### src/rtl/cnn_pkg.sv
// Shared CNN datapath constants and helpers.
// Used by the MAC, multiplier and requantiser.
package cnn_pkg;

    localparam int unsigned N_DEF  = 8;
    localparam int unsigned W_DEF  = 5;
    localparam int unsigned K_DEF  = 9;
    localparam int unsigned PROD_W = N_DEF + W_DEF - 1;

    // Ceiling log2 for elaboration-time width math.
    function automatic int unsigned clog2(input int unsigned v);
        int unsigned r;
        r = 0;
        for (int i = 0; i < 32; i++) begin
            if ((64'd1 << i) < 64'(v)) r = 32'(i + 1);
        end
        return r;
    endfunction

    // Clip a signed value into the two's-complement range of 'width' bits.
    function automatic logic signed [63:0] sat_signed(input logic signed [63:0] value,
                                                      input int unsigned        width);
        logic signed [63:0] hi;
        logic signed [63:0] lo;
        hi = (64'sd1 <<< (width - 1)) - 64'sd1;
        lo = -(64'sd1 <<< (width - 1));
        if (value > hi) return hi;
        if (value < lo) return lo;
        return value;
    endfunction

endpackage

### src/rtl/mac_requant.sv
// Round-half-up arithmetic right shift followed by signed saturation.
// Purely combinational so pooling stages can reuse it.
module mac_requant
    import cnn_pkg::*;
#(
    parameter int unsigned ACC_W = 16,
    parameter int unsigned SHIFT = 2,
    parameter int unsigned OUT_W = 8
) (
    input  logic [ACC_W-1:0] x_i,
    output logic [OUT_W-1:0] q_c,
    output logic             sat_c
);

    localparam int unsigned RW     = ACC_W + 1;
    localparam int unsigned RND_SH = (SHIFT > 0) ? SHIFT - 1 : 0;

    logic signed [RW-1:0] r_c;
    logic signed [63:0]   r64_c;
    logic signed [63:0]   clip_c;

    always_comb begin
        r_c = RW'($signed(x_i));
        if (SHIFT > 0) r_c = (r_c + (RW'(1) <<< RND_SH)) >>> SHIFT;
        r64_c  = 64'(r_c);
        clip_c = sat_signed(r64_c, OUT_W);
        q_c    = OUT_W'(clip_c);
        sat_c  = (clip_c != r64_c);
    end

endmodule

### src/rtl/wallace_gen.sv
// Signed N x W multiplier: carry-save reduction of sign-extended partial
// products, with the weight's sign row negated; result wraps to N+W-1 bits.
module wallace_gen
    import cnn_pkg::*;
#(
    parameter int unsigned N = N_DEF,
    parameter int unsigned W = W_DEF
) (
    input  logic [N-1:0]   a_i,
    input  logic [W-1:0]   b_i,
    output logic [N+W-2:0] prod_c
);

    localparam int unsigned PW = N + W - 1;

    logic [PW-1:0] a_ext_c;
    logic [PW-1:0] pp_c;
    logic [PW-1:0] sum_c;
    logic [PW-1:0] car_c;
    logic [PW-1:0] nxt_c;

    assign a_ext_c = PW'($signed(a_i));

    // Sign row is added as ~x + 1; the +1 is folded into the final add.
    always_comb begin
        pp_c  = '0;
        sum_c = '0;
        car_c = '0;
        nxt_c = '0;
        for (int unsigned j = 0; j < W; j++) begin
            pp_c = b_i[j] ? (a_ext_c << j) : '0;
            if (j == W - 1) pp_c = ~pp_c;
            nxt_c = sum_c ^ car_c ^ pp_c;
            car_c = ((sum_c & car_c) | (sum_c & pp_c) | (car_c & pp_c)) << 1;
            sum_c = nxt_c;
        end
        prod_c = sum_c + car_c + PW'(1);
    end

endmodule

### src/rtl/conv_mac_accum.sv
// Three-stage streaming MAC: register taps, multiply, accumulate K products
// per window and emit the full sum plus a requantised value.
module conv_mac_accum
    import cnn_pkg::*;
#(
    parameter int unsigned N     = N_DEF,
    parameter int unsigned W     = W_DEF,
    parameter int unsigned K     = K_DEF,
    parameter int unsigned ACC_W = N + W - 1 + clog2(K),
    parameter int unsigned SHIFT = 2,
    parameter int unsigned OUT_W = 8
) (
    input  logic             clk,
    input  logic             rst,
    input  logic             in_valid,
    output logic             in_ready,
    input  logic [N-1:0]     in_a,
    input  logic [W-1:0]     in_b,
    output logic             out_valid,
    input  logic             out_ready,
    output logic [ACC_W-1:0] out_acc,
    output logic [OUT_W-1:0] out_q,
    output logic             out_sat
);

    localparam int unsigned MUL_W = N + W - 1;
    localparam int unsigned CNT_W = clog2(K);

    logic [N-1:0]     a_q, a_d;
    logic [W-1:0]     b_q, b_d;
    logic             s1_v_q, s1_v_d;
    logic [MUL_W-1:0] prod_q, prod_d;
    logic             s2_v_q, s2_v_d;
    logic [CNT_W-1:0] cnt_q, cnt_d;
    logic [ACC_W-1:0] acc_q, acc_d;
    logic             ov_q, ov_d;
    logic [ACC_W-1:0] oacc_q, oacc_d;
    logic [OUT_W-1:0] oq_q, oq_d;
    logic             osat_q, osat_d;

    logic             en_c;
    logic             last_c;
    logic [MUL_W-1:0] mul_c;
    logic [ACC_W-1:0] acc_next_c;
    logic [OUT_W-1:0] rq_q_c;
    logic             rq_sat_c;

    wallace_gen #(.N(N), .W(W)) u_mul (
        .a_i    (a_q),
        .b_i    (b_q),
        .prod_c (mul_c)
    );

    mac_requant #(.ACC_W(ACC_W), .SHIFT(SHIFT), .OUT_W(OUT_W)) u_rq (
        .x_i   (acc_next_c),
        .q_c   (rq_q_c),
        .sat_c (rq_sat_c)
    );

    assign en_c       = ~ov_q | out_ready;
    assign last_c     = (cnt_q == CNT_W'(K - 1));
    assign acc_next_c = ((cnt_q == '0) ? '0 : acc_q) + ACC_W'($signed(prod_q));

    // The whole pipeline advances together; a held result freezes every stage.
    always_comb begin
        a_d    = a_q;
        b_d    = b_q;
        s1_v_d = s1_v_q;
        prod_d = prod_q;
        s2_v_d = s2_v_q;
        cnt_d  = cnt_q;
        acc_d  = acc_q;
        ov_d   = ov_q;
        oacc_d = oacc_q;
        oq_d   = oq_q;
        osat_d = osat_q;
        if (en_c) begin
            s1_v_d = in_valid;
            if (in_valid) begin
                a_d = in_a;
                b_d = in_b;
            end
            s2_v_d = s1_v_q;
            prod_d = mul_c;
            if (s2_v_q && last_c) begin
                oacc_d = acc_next_c;
                oq_d   = rq_q_c;
                osat_d = rq_sat_c;
                ov_d   = 1'b1;
                cnt_d  = '0;
            end else begin
                if (s2_v_q) begin
                    acc_d = acc_next_c;
                    cnt_d = cnt_q + CNT_W'(1);
                end
                if (ov_q && out_ready) ov_d = 1'b0;
            end
        end
    end

    always_ff @(posedge clk) begin
        if (rst) begin
            a_q    <= '0;
            b_q    <= '0;
            s1_v_q <= 1'b0;
            prod_q <= '0;
            s2_v_q <= 1'b0;
            cnt_q  <= '0;
            acc_q  <= '0;
            ov_q   <= 1'b0;
            oacc_q <= '0;
            oq_q   <= '0;
            osat_q <= 1'b0;
        end else begin
            a_q    <= a_d;
            b_q    <= b_d;
            s1_v_q <= s1_v_d;
            prod_q <= prod_d;
            s2_v_q <= s2_v_d;
            cnt_q  <= cnt_d;
            acc_q  <= acc_d;
            ov_q   <= ov_d;
            oacc_q <= oacc_d;
            oq_q   <= oq_d;
            osat_q <= osat_d;
        end
    end

    assign in_ready  = en_c;
    assign out_valid = ov_q;
    assign out_acc   = oacc_q;
    assign out_q     = oq_q;
    assign out_sat   = osat_q;

endmodule

### config.mk
export PLATFORM = sky130hd
export DESIGN_NAME = conv_mac_accum
export DESIGN_NICKNAME = d
export VERILOG_FILES = /design/src/rtl/cnn_pkg.sv /design/src/rtl/mac_requant.sv /design/src/rtl/wallace_gen.sv /design/src/rtl/conv_mac_accum.sv
export SDC_FILE = /design/constraint.sdc
export NUM_CORES = 1
export LEC_CHECK = 0
export ABC_AREA = 1
export BUFFER_PORTS_ARGS = -buffer_cell sky130_fd_sc_hd__buf_2
export CORE_MARGIN = 1.5
export CORE_UTILIZATION = 55
export CTS_BUF_LIST = sky130_fd_sc_hd__clkbuf_4 sky130_fd_sc_hd__clkbuf_8 sky130_fd_sc_hd__clkbuf_16
export DETAILED_ROUTE_END_ITERATION = 6
export PLACE_DENSITY_LB_ADDON = 0.3
export SLEW_MARGIN = 20
export SYNTH_ARGS = -nofsm -noshare
export SYNTH_HDL_FRONTEND = slang
export SYNTH_SLANG_ARGS = --single-unit
### constraint.sdc
create_clock -name clk -period 4.2 [get_ports clk]
set_input_delay 0.42 -clock clk [delete_from_list [all_inputs] [get_ports clk]]
set_output_delay 0.42 -clock clk [all_outputs]
set_load 0.01 [all_outputs]
==> summary.txt <==
Detailed routing
  • Final wirelength: 13.9 mm
  • Residual DRC: 0
  • Vias/cell: 5.22
  • Detailed-route via count: 5559
  • Iteration-0 DRC Markers: 436
  • DR pass1 iterations: 5
  • DR WL/cell: 13.1 um
  • Antenna-violating nets left: 0

Worst setup path
  • FF-to-FF Start: b_q[0]$_SDFFE_PP0P_
  • Setup crit start: b_q[0]$_SDFFE_PP0P_
  • RR Endpoint: prod_q[11]$_SDFFE_PP0N_
  • Crit end category: register
  • Startpoint Class: register
  • Critical path peak fanout: 9
  • R2R setup slack: 0.22 ns
  • Critical path class: register to register
  • Req. time, crit path: 4.45 ns
  • R2R depth: 18
  • Crit path DAT: 4.23 ns

Yosys
  • Post-synthesis register bit count: 73
  • Synth warnings: 0
  • Post-synthesis sequential area ratio: 0.255
  • Mapped Nets: 958
  • Synth area leaders: dfxtp_1 25%, nand2_1 14%, inv_1 11%
  • Syn Inst Count: 880
  • Synth cell types: 35
  • Leading area contributor after synthesis: dfxtp_1
  • Mapped cell area: 5740 sq um
  • Synthesized area per cell: 6.52 sq um
  • Top cell type's share of synthesized area: 0.255

STA
  • Relative slew slack: 0.355
  • Slew @ Worst Pin: 0.967 ns
  • Worst-case clock skew: 0.0152 ns
  • Final worst-path cycle share: 0.947
  • Worst hold slack: 0.302 ns
  • Min Tclk post-route: 3.98 ns
  • Final setup fails: 0
  • Final Hold Violating Endpoints: 0
  • FMAX: 0.251 GHz
  • Slew Limit Fails: 0

Clocking
  • Clk sinks: 73
  • CTS buffer count: 9
  • Clk Latency, worst-skew pair: 0.37 ns
  • CTS root buffer: clkbuf_8
  • TritonCTS clock tree: built
  • Clock transition at path regs: 0.09 ns
  • Clock Path Buffers: 2
  • H-Tree Depth: 3

Layout
  • Most frequent cells in the layout: 209 x nand2_1, 163 x inv_1, 71 x nor2_1
  • Layout cell share with drive strength beyond 1: 0.159
  • Antenna cells: 0
  • Post-Layout Cell Count: 1064
  • Commonest non-fill, non-tap cell in the layout: nand2_1
  • Synth-to-Final Area Change: 12.6%
  • Filler instances: 953
  • Fin nets: 1001

Global routing
  • Vias in the first global route: 5188
  • GRT Total Usage: 0.269
  • Gr ovfl total: 0
  • First-pass GRT wire length: 24.1 mm
  • Largest net degree at the start of global routing: 46
  • Initial antenna violation count: 0

Place
  • GPL Wtd Cong: 0.925
  • # placed instances: 1045
  • DPL Wire Length: 10.5 mm
  • PortBufs: 43

Die
  • Die H: 105 um
  • Die width: 105 um
  • Num rows: 37
  • Die Area: 11100 sq um
  • Core footprint: 10200 sq um
  • Starting Density: 0.561
  • Io pins: 44

Run
  • Max-cap violations: 0

Min path
  • HP Class: input pin to register
  • Worst min-delay path startpoint: in_b[3]
  • Hold depth: 3
  • Hold EP: b_q[3]$_SDFFE_PP0P_

Outcome
  • Status: finished clean

Pwr
  • Worst vdd ir: 273 uV
  • Leakage power: 0.00337 uW
  • PwrDens: 382 nW/um^2
-- stage by stage --
stage,area (sq um),utilization,TNS (ns),power (uW),worst slack (ns)
3_5_place_dp,6110,0.598,0,1820,0.114
5_1_grt,6460,0.632,-0.0650,2660,-0.0317
2_1_floorplan,5740,-,0,1570,0.198
6_report,6460,0.632,0,2470,0.222
3_3_place_gp,6110,0.598,0,1820,0.138
4_1_cts,6310,0.617,0,2410,0.0769
-- layout make-up --
cell class	count	area (sq um)	share of cell area
well taps	136	170	0.0263
flip-flops and latches	73	1470	0.228
clock buffers	9	124	0.0192
multi-input cells	610	3650	0.565
repair buffers	56	317	0.0490
clock inverters	7	76.3	0.0118
inverters	173	649	0.100
-- critical path, stage by stage (launching register included) --
cell     delay [ns]
dfxtp_4        0.39
nand2_1        0.06
inv_1          0.04
ha_1           0.29
inv_1          0.09
fa_1           0.44
fa_1           0.54
inv_1          0.05
fa_1           0.53
ha_2           0.31
a21oi_2        0.15
o21ai_0        0.10
a31oi_1        0.24
o21ai_1        0.09
a21oi_1        0.16
nor2_1         0.06
nor2_1         0.11
xnor2_1        0.14
a21oi_1        0.08
-- power breakdown --
part | switching [uW] | leakage (uW) | internal [uW]
clock | 303 | 0.0000966 | 280
combinational | 707 | 0.00267 | 381
sequential | 53.1 | 0.000599 | 745
-- flip-flops by register name (all words and copies together), names as in the netlist --
| register | count |
|---|---|
| acc_q | 16 |
| out_acc | 16 |
| prod_q | 12 |
| a_q | 8 |
| out_q | 8 |
| b_q | 5 |
| cnt_q | 4 |
| out_sat | 1 |
| out_valid | 1 |
| s1_v_q | 1 |
| s2_v_q | 1 |
-- routing by layer --
| metal | global-route usage | wire length [um] |
|---|---|---|
| met1 | 0.392 | 6860 |
| met2 | 0.392 | 5820 |
| met3 | 0.0543 | 903 |
| met4 | 0.0939 | 318 |
| met5 | 0 | 0 |
-- cell families (layout without fill, tap and decap cells) --
group | count (synthesis) | in the layout | synth area share
xor gates and xnor gates | 13 | 13 | 0.0198
AOI/OAI and AO/OA | 146 | 146 | 0.142
DFF | 73 | 73 | 0.255
buffers and inverters | 197 | 245 | 0.129
adders and majority gates | 61 | 61 | 0.163
and+or+nand+nor | 390 | 390 | 0.292
-- synthesized netlist by cell type --
cell type    n
nand3b_1     1
fa_1        23
o21bai_1     6
nand3_2      3
buf_2        1
xnor2_1      8
nand4_1     10
nand2_1    215
nor2_2       5
nor3_1       4
a211oi_1     1
nor4_1       1
clkbuf_1    22
inv_1      166
clkinv_1     2
nor2_4       4
nand3_1     48
o21bai_2     1
o21a_1       2
inv_2        5
nor2_1      81
a21oi_2      1
nand2_2     16
o21ai_0     61
nand2_4      1
dfxtp_1     73
ha_1        38
o221ai_1     2
and2_4       1
o211ai_1    13
buf_1        1
o31ai_1      1
a21oi_1     50
xor2_1       5
a31oi_1      8
-- worst max-delay path by stage --
stage                                   end  slack [ns]  cells past startpoint
finish              prod_q[11]$_SDFFE_PP0N_        0.22                     18
global route        prod_q[11]$_SDFFE_PP0N_       -0.03                     18
CTS                 prod_q[11]$_SDFFE_PP0N_        0.08                     18
detailed placement  prod_q[11]$_SDFFE_PP0N_        0.11                     18
global placement    prod_q[11]$_SDFFE_PP0N_        0.14                     18
floorplan              out_sat$_SDFFE_PP0P_        0.20                     30
-- timing repair --
action	CTS	global route
buffers inserted	0	3
setup endpoints to repair	0	12
gates resized for setup	0	45
hold buffers	0	0
Power figures use the tool's default switching activity.
